## src/rtl/mem_access_ctrl.sv

```systemverilog
// mem_access_ctrl
//   MEM-stage memory access controller. Converts load/store requests into
//   timed external-SRAM cycles or memory-mapped UART accesses and stalls the
//   pipeline until each access reaches its DONE cycle.
//
//   Build option: MEM_CTRL_UART_EN
//     defined   - 0xBF00 is the UART data register, 0xBF01 the status register
//     undefined - every address goes to SRAM, UART outputs tied low
//
//   Ports
//     clk_50MHz, rst          clock, synchronous active-high reset
//     mem_rd, mem_wr          load/store request (store wins if both high)
//     mem_addr, mem_wdata     word address, store data
//     mem_rdata               load result (to MEM/WB n_mw_RAM_data)
//     mem_stall               pipeline freeze
//     ram_*                   external SRAM address/data/strobes (active-low)
//     uart_*                  UART handshake: tx strobe/data, rx ack/data/status
module mem_access_ctrl #(
  parameter int unsigned SRAM_AW = 18
) (
  input  logic               clk_50MHz,
  input  logic               rst,
  input  logic               mem_rd,
  input  logic               mem_wr,
  input  logic [15:0]        mem_addr,
  input  logic [15:0]        mem_wdata,
  output logic [15:0]        mem_rdata,
  output logic               mem_stall,
  output logic [SRAM_AW-1:0] ram_addr,
  output logic [15:0]        ram_dq_o,
  input  logic [15:0]        ram_dq_i,
  output logic               ram_dq_oe,
  output logic               ram_ce_n,
  output logic               ram_oe_n,
  output logic               ram_we_n,
  input  logic               uart_tx_ready,
  input  logic               uart_rx_valid,
  input  logic [7:0]         uart_rx_data,
  output logic               uart_tx_valid,
  output logic [7:0]         uart_tx_data,
  output logic               uart_rx_ack
);

  typedef enum logic [2:0] {IDLE, RD1, RD2, WR1, WR2, WR3, DONE} state_e;

  state_e               state_q, state_d;
  logic [SRAM_AW-1:0]   ram_addr_q;
  logic [15:0]          ram_dq_o_q;
  logic                 ram_ce_n_q, ram_oe_n_q, ram_we_n_q, ram_dq_oe_q;
  logic [15:0]          rdata_q;

  logic                 uart_data_hit, uart_stat_hit, uart_hit;
  logic [15:0]          uart_rd_word;
  logic                 req, sram_start, uart_start;

`ifdef MEM_CTRL_UART_EN
  logic                 tx_valid_q, rx_ack_q;
  logic [7:0]           tx_data_q;

  assign uart_data_hit = (mem_addr == 16'hBF00);
  assign uart_stat_hit = (mem_addr == 16'hBF01);
  assign uart_rd_word  = uart_data_hit ? {8'h00, uart_rx_data}
                                       : {14'b0, uart_rx_valid, uart_tx_ready};

  // Strobes are set on the IDLE->DONE edge so they cover exactly the DONE cycle.
  always_ff @(posedge clk_50MHz) begin
    if (rst) begin
      tx_valid_q <= 1'b0;
      rx_ack_q   <= 1'b0;
      tx_data_q  <= '0;
    end else begin
      tx_valid_q <= uart_start && mem_wr && uart_data_hit;
      rx_ack_q   <= uart_start && !mem_wr && uart_data_hit;
      if (uart_start && mem_wr && uart_data_hit) tx_data_q <= mem_wdata[7:0];
    end
  end

  assign uart_tx_valid = tx_valid_q;
  assign uart_rx_ack   = rx_ack_q;
  assign uart_tx_data  = tx_data_q;
`else
  logic unused_uart;

  assign uart_data_hit = 1'b0;
  assign uart_stat_hit = 1'b0;
  assign uart_rd_word  = '0;
  assign unused_uart   = ^{uart_tx_ready, uart_rx_valid, uart_rx_data};
  assign uart_tx_valid = 1'b0;
  assign uart_rx_ack   = 1'b0;
  assign uart_tx_data  = '0;
`endif

  assign uart_hit   = uart_data_hit | uart_stat_hit;
  assign req        = mem_rd | mem_wr;
  assign sram_start = (state_q == IDLE) && req && !uart_hit;
  assign uart_start = (state_q == IDLE) && req && uart_hit;

  always_comb begin
    state_d = state_q;
    unique case (state_q)
      IDLE: begin
        if (mem_wr)      state_d = uart_hit ? DONE : WR1;
        else if (mem_rd) state_d = uart_hit ? DONE : RD1;
      end
      RD1:     state_d = RD2;
      RD2:     state_d = DONE;
      WR1:     state_d = WR2;
      WR2:     state_d = WR3;
      WR3:     state_d = DONE;
      DONE:    state_d = IDLE;
      default: state_d = IDLE;
    endcase
  end

  // SRAM strobes are registered from the next state, so each one is a clean
  // flop output aligned with the state it belongs to. Address and write data
  // are captured once at IDLE exit, so we_n never falls while they move.
  always_ff @(posedge clk_50MHz) begin
    if (rst) begin
      state_q     <= IDLE;
      ram_addr_q  <= '0;
      ram_dq_o_q  <= '0;
      ram_ce_n_q  <= 1'b1;
      ram_oe_n_q  <= 1'b1;
      ram_we_n_q  <= 1'b1;
      ram_dq_oe_q <= 1'b0;
      rdata_q     <= '0;
    end else begin
      state_q     <= state_d;
      ram_ce_n_q  <= !(state_d inside {RD1, RD2, WR1, WR2, WR3});
      ram_oe_n_q  <= !(state_d inside {RD1, RD2});
      ram_we_n_q  <= (state_d != WR2);
      ram_dq_oe_q <= (state_d inside {WR1, WR2, WR3});
      if (sram_start)           ram_addr_q <= SRAM_AW'(mem_addr);
      if (sram_start && mem_wr) ram_dq_o_q <= mem_wdata;
      if (state_q == RD2)                rdata_q <= ram_dq_i;
      else if (uart_start && !mem_wr)    rdata_q <= uart_rd_word;
    end
  end

  assign mem_stall = req & (state_q != DONE) & ~rst;
  assign mem_rdata = rdata_q;
  assign ram_addr  = ram_addr_q;
  assign ram_dq_o  = ram_dq_o_q;
  assign ram_dq_oe = ram_dq_oe_q;
  assign ram_ce_n  = ram_ce_n_q;
  assign ram_oe_n  = ram_oe_n_q;
  assign ram_we_n  = ram_we_n_q;

endmodule

```

## config.mk

```make
export PLATFORM = sky130hd
export DESIGN_NAME = mem_access_ctrl
export DESIGN_NICKNAME = d
export VERILOG_FILES = /design/src/rtl/mem_access_ctrl.sv
export SDC_FILE = /design/constraint.sdc
export NUM_CORES = 1
export LEC_CHECK = 0
export BUFFER_PORTS_ARGS = -buffer_cell sky130_fd_sc_hd__buf_2
export CORE_ASPECT_RATIO = 0.6
export CORE_MARGIN = 5
export CORE_UTILIZATION = 43
export CTS_CLUSTER_DIAMETER = 50
export DETAILED_ROUTE_END_ITERATION = 10
export PLACE_DENSITY = 0.84
export SKIP_LAST_GASP = 1
export SYNTH_ARGS = -nofsm -noshare
export SYNTH_HDL_FRONTEND = slang
export SYNTH_SLANG_ARGS = --single-unit
```

## constraint.sdc

```tcl
create_clock -name clk_50MHz -period 2.2 [get_ports clk_50MHz]
set_clock_uncertainty 0.1 [all_clocks]
set_input_delay 0.44 -clock clk_50MHz [delete_from_list [all_inputs] [get_ports clk_50MHz]]
set_output_delay 0.44 -clock clk_50MHz [all_outputs]
set_load 0.01 [all_outputs]
```

* After elaboration in Yosys (flattened, before gate mapping)
Index checks and enable logic that the tools add are counted.
W data, S select, Z words.
** Word-level totals
- Logic and storage cells :: 36
- Output and inout port bits :: 65
- Register bits after elaboration :: 55
- Input bits :: 62
** Cells by class
- Bitwise logic cells :: 4
- Equal/unequal tests :: 12
- Multiplexer cells :: 3
- Reduce and logical (&&, ||, !) cells :: 9
** Operators by type and width (number)
- $pmux W3 S5 :: 1
- $eq A3 B2 Y1 const B :: 4
- $eq A3 B3 Y1 const B :: 4
- $eq A3 B1 Y1 const B :: 2
- $mux W3 :: 2
- $ne A3 B3 Y1 const B :: 2
- $reduce_bool A5 Y1 :: 1
- $logic_not A3 Y1 :: 1
- $reduce_bool A3 Y1 :: 1
- $and A1 B1 Y1 :: 2
- $logic_and A1 B1 Y1 :: 2
- $logic_not A1 Y1 :: 2
- $reduce_bool A2 Y1 :: 1
- $reduce_or A2 Y1 :: 1
- $not A1 Y1 :: 1
- $or A1 B1 Y1 :: 1

* Depth between registers and ports, before layout
- Word-level depth :: 6
- Depth in mapped cells :: 6
- Gate-level depth less buffers :: 4

* Least setup slack after synthesis
Ideal clock, no wire load.
- Path type :: register to register
- Start point :: register state_q[1]
- End point :: register ram_dq_oe_q, in the netlist ram_dq_oe
- Library setup time :: 0.067 ns
- Period minus slack after synthesis :: 1.642 ns
- Arrival :: 1.474 ns
- Cell stages (with the launch flop) :: 5
- Data required time :: 2.033 ns
- Setup slack :: 0.558 ns
- Path buffers :: 0
- Cells stage by stage :: dfxtp_1 > ha_1 > or4b_1 > a211o_1 > a21oi_2
** Between the ends
- Word-level cells in the longest chain between the ends :: 5
- Elaborated cells on any way between the ends :: 14
- Those cells by class :: eq/ne: 8; mux: 3; reduce/logical: 3
** Ends and longest elaborated chain
- start, declared :: line 46 : state_e state_q, state_d;
- start signal, assigned :: line 129 : state_q <= state_d;
- $eq A3 B2 Y1 / $eq A3 B3 Y1 (equally long branches) :: line 100 : unique case (state_q)
- $reduce_or A2 Y1 (no line)
- $pmux W3 S5 * :: line 100
- net state_d[2] :: line 46
- $eq A3 B2 Y1 / $eq A3 B3 Y1 (equally long branches) :: line 133 : ram_dq_oe_q <= (state_d inside {WR1, WR2, WR3});
- $reduce_bool A3 Y1 * :: line 133
- end signal, assigned :: line 133
- end, declared :: line 49 : logic ram_ce_n_q, ram_oe_n_q, ram_we_n_q, ram_dq_oe_q;
The timed path passes the listed nets; every way through them passes the cells marked *.
A chain may end at the register's enable or synchronous reset.

* Worst setup path after layout
- Start point :: register state_q[0]
- End point :: output mem_stall
** Between the ends
- Word-level cells in the longest chain between the ends :: 3
** Ends and longest elaborated chain
- $ne A3 B3 Y1 :: line 141 : assign mem_stall = req & (state_q != DONE) & ~rst;
- $and A1 B1 Y1 (2 in a row) :: line 141
- end, declared :: line 28 : output logic mem_stall,
No other way between the ends.

==> impl_metrics.json <==
{
  "status": "finished, final reports clean",
  "netlist_top_cells_count": "65 x nand2_1, 55 x dfxtp_1, 49 x a21oi_1",
  "fin_total_pwr_uw": 2720,
  "rows": 20,
  "met2_usage": 0.261,
  "drive_gt1_frac": 0.347,
  "die_h_um": 65.2,
  "cts_setup_buffers": 0,
  "ys_seq_area_frac": 0.504,
  "syn_avg_cell_area_sq_um": 8.21,
  "area_delta_synth_final_pct": 27.7,
  "min_period_ns": 1.97,
  "path_class": "flip-flop to output port",
  "antenna_found_initial": 0,
  "clock_latency_ns": 0.30,
  "port_buffers": 104,
  "wl_per_cell_um": 12.8,
  "worstPathRequired_ns": 1.66,
  "final_nets": 425,
  "track_usage": 0.168,
  "met1_usage": 0.210,
  "die_area_sq_um": 6650,
  "regArea_sq_um": 1100,
  "crit_path_end_kind": "output port",
  "vias_per_cell": 4.78,
  "synth_cell_types": 33,
  "fin_tns_setup_ns": 0,
  "cts_tree": "done",
  "slew_headroom": 0.614,
  "core_area_sq_um": 4980,
  "synth-async-reset-ratio": 0,
  "ir_drop_mv": 0.399,
  "tightest_slew_ns": 0.579,
  "synth_area_leader_cell": "dfxtp_1",
  "grt.busiest_layer": "met2",
  "io_pins": 127,
  "diodes": 0,
  "clkTransAtPathRegs_ns": 0.10,
  "dr.pass1.iters": 4,
  "numCtsBuffers": 5,
  "synth_area_leaders": "dfxtp_1 50%, a21oi_1 11%, nand2_1 11%",
  "grt_first_pass_wirelength_mm": 9.05,
  "min_period_over_period": 0.897,
  "post-route-util": 0.560,
  "hold_buffers": 0,
  "drv_slew": 0,
  "placed_cell_area_sq_um": 2690,
  "cts_resized": 0,
  "holdWs_ns": 0.261,
  "syn_area_sq_um": 2180,
  "route.vias.total": 2051,
  "p_per_area_nw_per_um2": 974,
  "hold_class": "input pin to flip-flop",
  "grt_overflow": 0,
  "fill_cells": 504,
  "maxCapViolCount": 0,
  "gp_congestion": 0.803,
  "setup_viol": 0,
  "yosysTopAreaCellShare": 0.504,
  "cp.arrival_ns": 1.43,
  "leakage_uw": 0.00129,
  "cts-root-buf": "clkbuf_8",
  "multi_input_area_sq_um": 927,
  "die_w_um": 102,
  "hpwl_mm": 3.92,
  "max_clock_freq_mhz": 507,
  "h-tree-depth": 2,
  "max-clock-path-buffers": 2,
  "totalWireLength_mm": 5.51,
  "synth_most_common_cell": "nand2_1",
  "hold_viol_final": 0,
  "synth_warnings": 0,
  "cp-start-kind": "flip-flop",
  "rsz0062_at_grt": "false",
  "start_util": 0.439,
  "grt_max_degree": 55,
  "drc": 0,
  "synthFlopType": "dfxtp_1",
  "grt_pass1_vias": 2017,
  "drtAntennaViolNets": 0,
  "cts.sinks": 55,
  "path_max_fanout": 13,
  "met3_usage": 0.0668,
  "synth_enable_flop_cells": 0,
  "ys_seq_elements": 55,
  "syn_inst": 266,
  "fin_area_sq_um": 2790,
  "drtIter0Drc": 73
}
[worst max-delay path: stages, from the launching register on]
cell and delay [ns]:
dfxtp_1 0.62, inv_1 0.07, a311oi_1 0.26, buf_2 0.18
[metrics by stage]
step	cells	setup slack (ns)
floorplan	277	0.558
global placement	421	0.381
detailed placement	421	0.343
CTS	429	0.186
global route	429	0.0717
finish	429	0.227
[registers in the layout, indices dropped and copies added (netlist names)]
register   flops
mem_rdata     16
ram_ce_n       1
ram_we_n       1
ram_oe_n       1
ram_dq_oe      1
ram_addr      16
state_q        3
ram_dq_o      16
[kinds of logic (layout without fill, tap and decap cells)]
| group | count (synthesis) | after routing | share of synthesized area |
|---|---|---|---|
| buf+inv | 35 | 121 | 0.0905 |
| simple gates | 98 | 98 | 0.210 |
| fa+ha+maj | 1 | 1 | 0.00573 |
| compound gates | 76 | 76 | 0.188 |
| flops | 55 | 55 | 0.504 |
| other cells | 1 | 12 | 0.00172 |
[layout make-up]
class,count,area share
well taps,66,0.0296
inverters,2,0.00269
clock inverters,2,0.00583
flip-flops and latches,55,0.395
clock buffers,6,0.0296
repair buffers,111,0.205
multi-input cells,187,0.332
[where the power goes]
part	internal [uW]	leakage (uW)	total, uW	switching (uW)
clock	257	0.0000474	580	322
combinational	358	0.000789	888	530
sequential	1160	0.000450	1250	89.9
total	1780	0.00129	2720	942
[path summary, 6_finish.rpt]
kind                       from            to  slack [ns]  cells after the start
hold / removal    mem_wdata[14]  ram_dq_o[14]        0.26                      3
hold reg to reg     ram_dq_o[2]   ram_dq_o[2]        0.36                      2
setup reg to reg     state_q[1]     ram_dq_oe        0.30                      4
setup / recovery     state_q[0]     mem_stall        0.23                      3
[layout by cell type, fill, tap and decap left out]
master	synthesis	layout
o21ba_2	1	1
ha_1	1	1
nor4b_4	1	1
a211oi_1	1	1
a21oi_1	49	49
clkinv_4	0	1
clkinvlp_4	0	1
nor3b_2	1	1
nor2b_1	1	1
o22a_1	1	1
nor4_1	2	2
or2b_1	1	1
clkbuf_8	0	6
inv_1	2	2
or3_1	1	1
a21oi_2	1	1
nand2_1	65	65
nor2_1	4	4
a22oi_1	1	1
o21ai_0	18	18
or4b_1	2	2
nand2b_1	1	1
buf_4	13	7
dfxtp_1	55	55
nand3_1	16	16
a211o_1	1	1
conb_1	1	12
o21a_1	2	2
nor3_2	1	1
or3b_2	1	1
buf_2	7	104
a311oi_1	1	1
or2_2	1	1
[layer usage]
layer	up-vias	routed length, um
li1	1060	-
met1	918	2570
met2	66	2340
met3	7	543
met4	0	56
met5	-	0
Note: power is estimated with default switching activity, not from simulation.
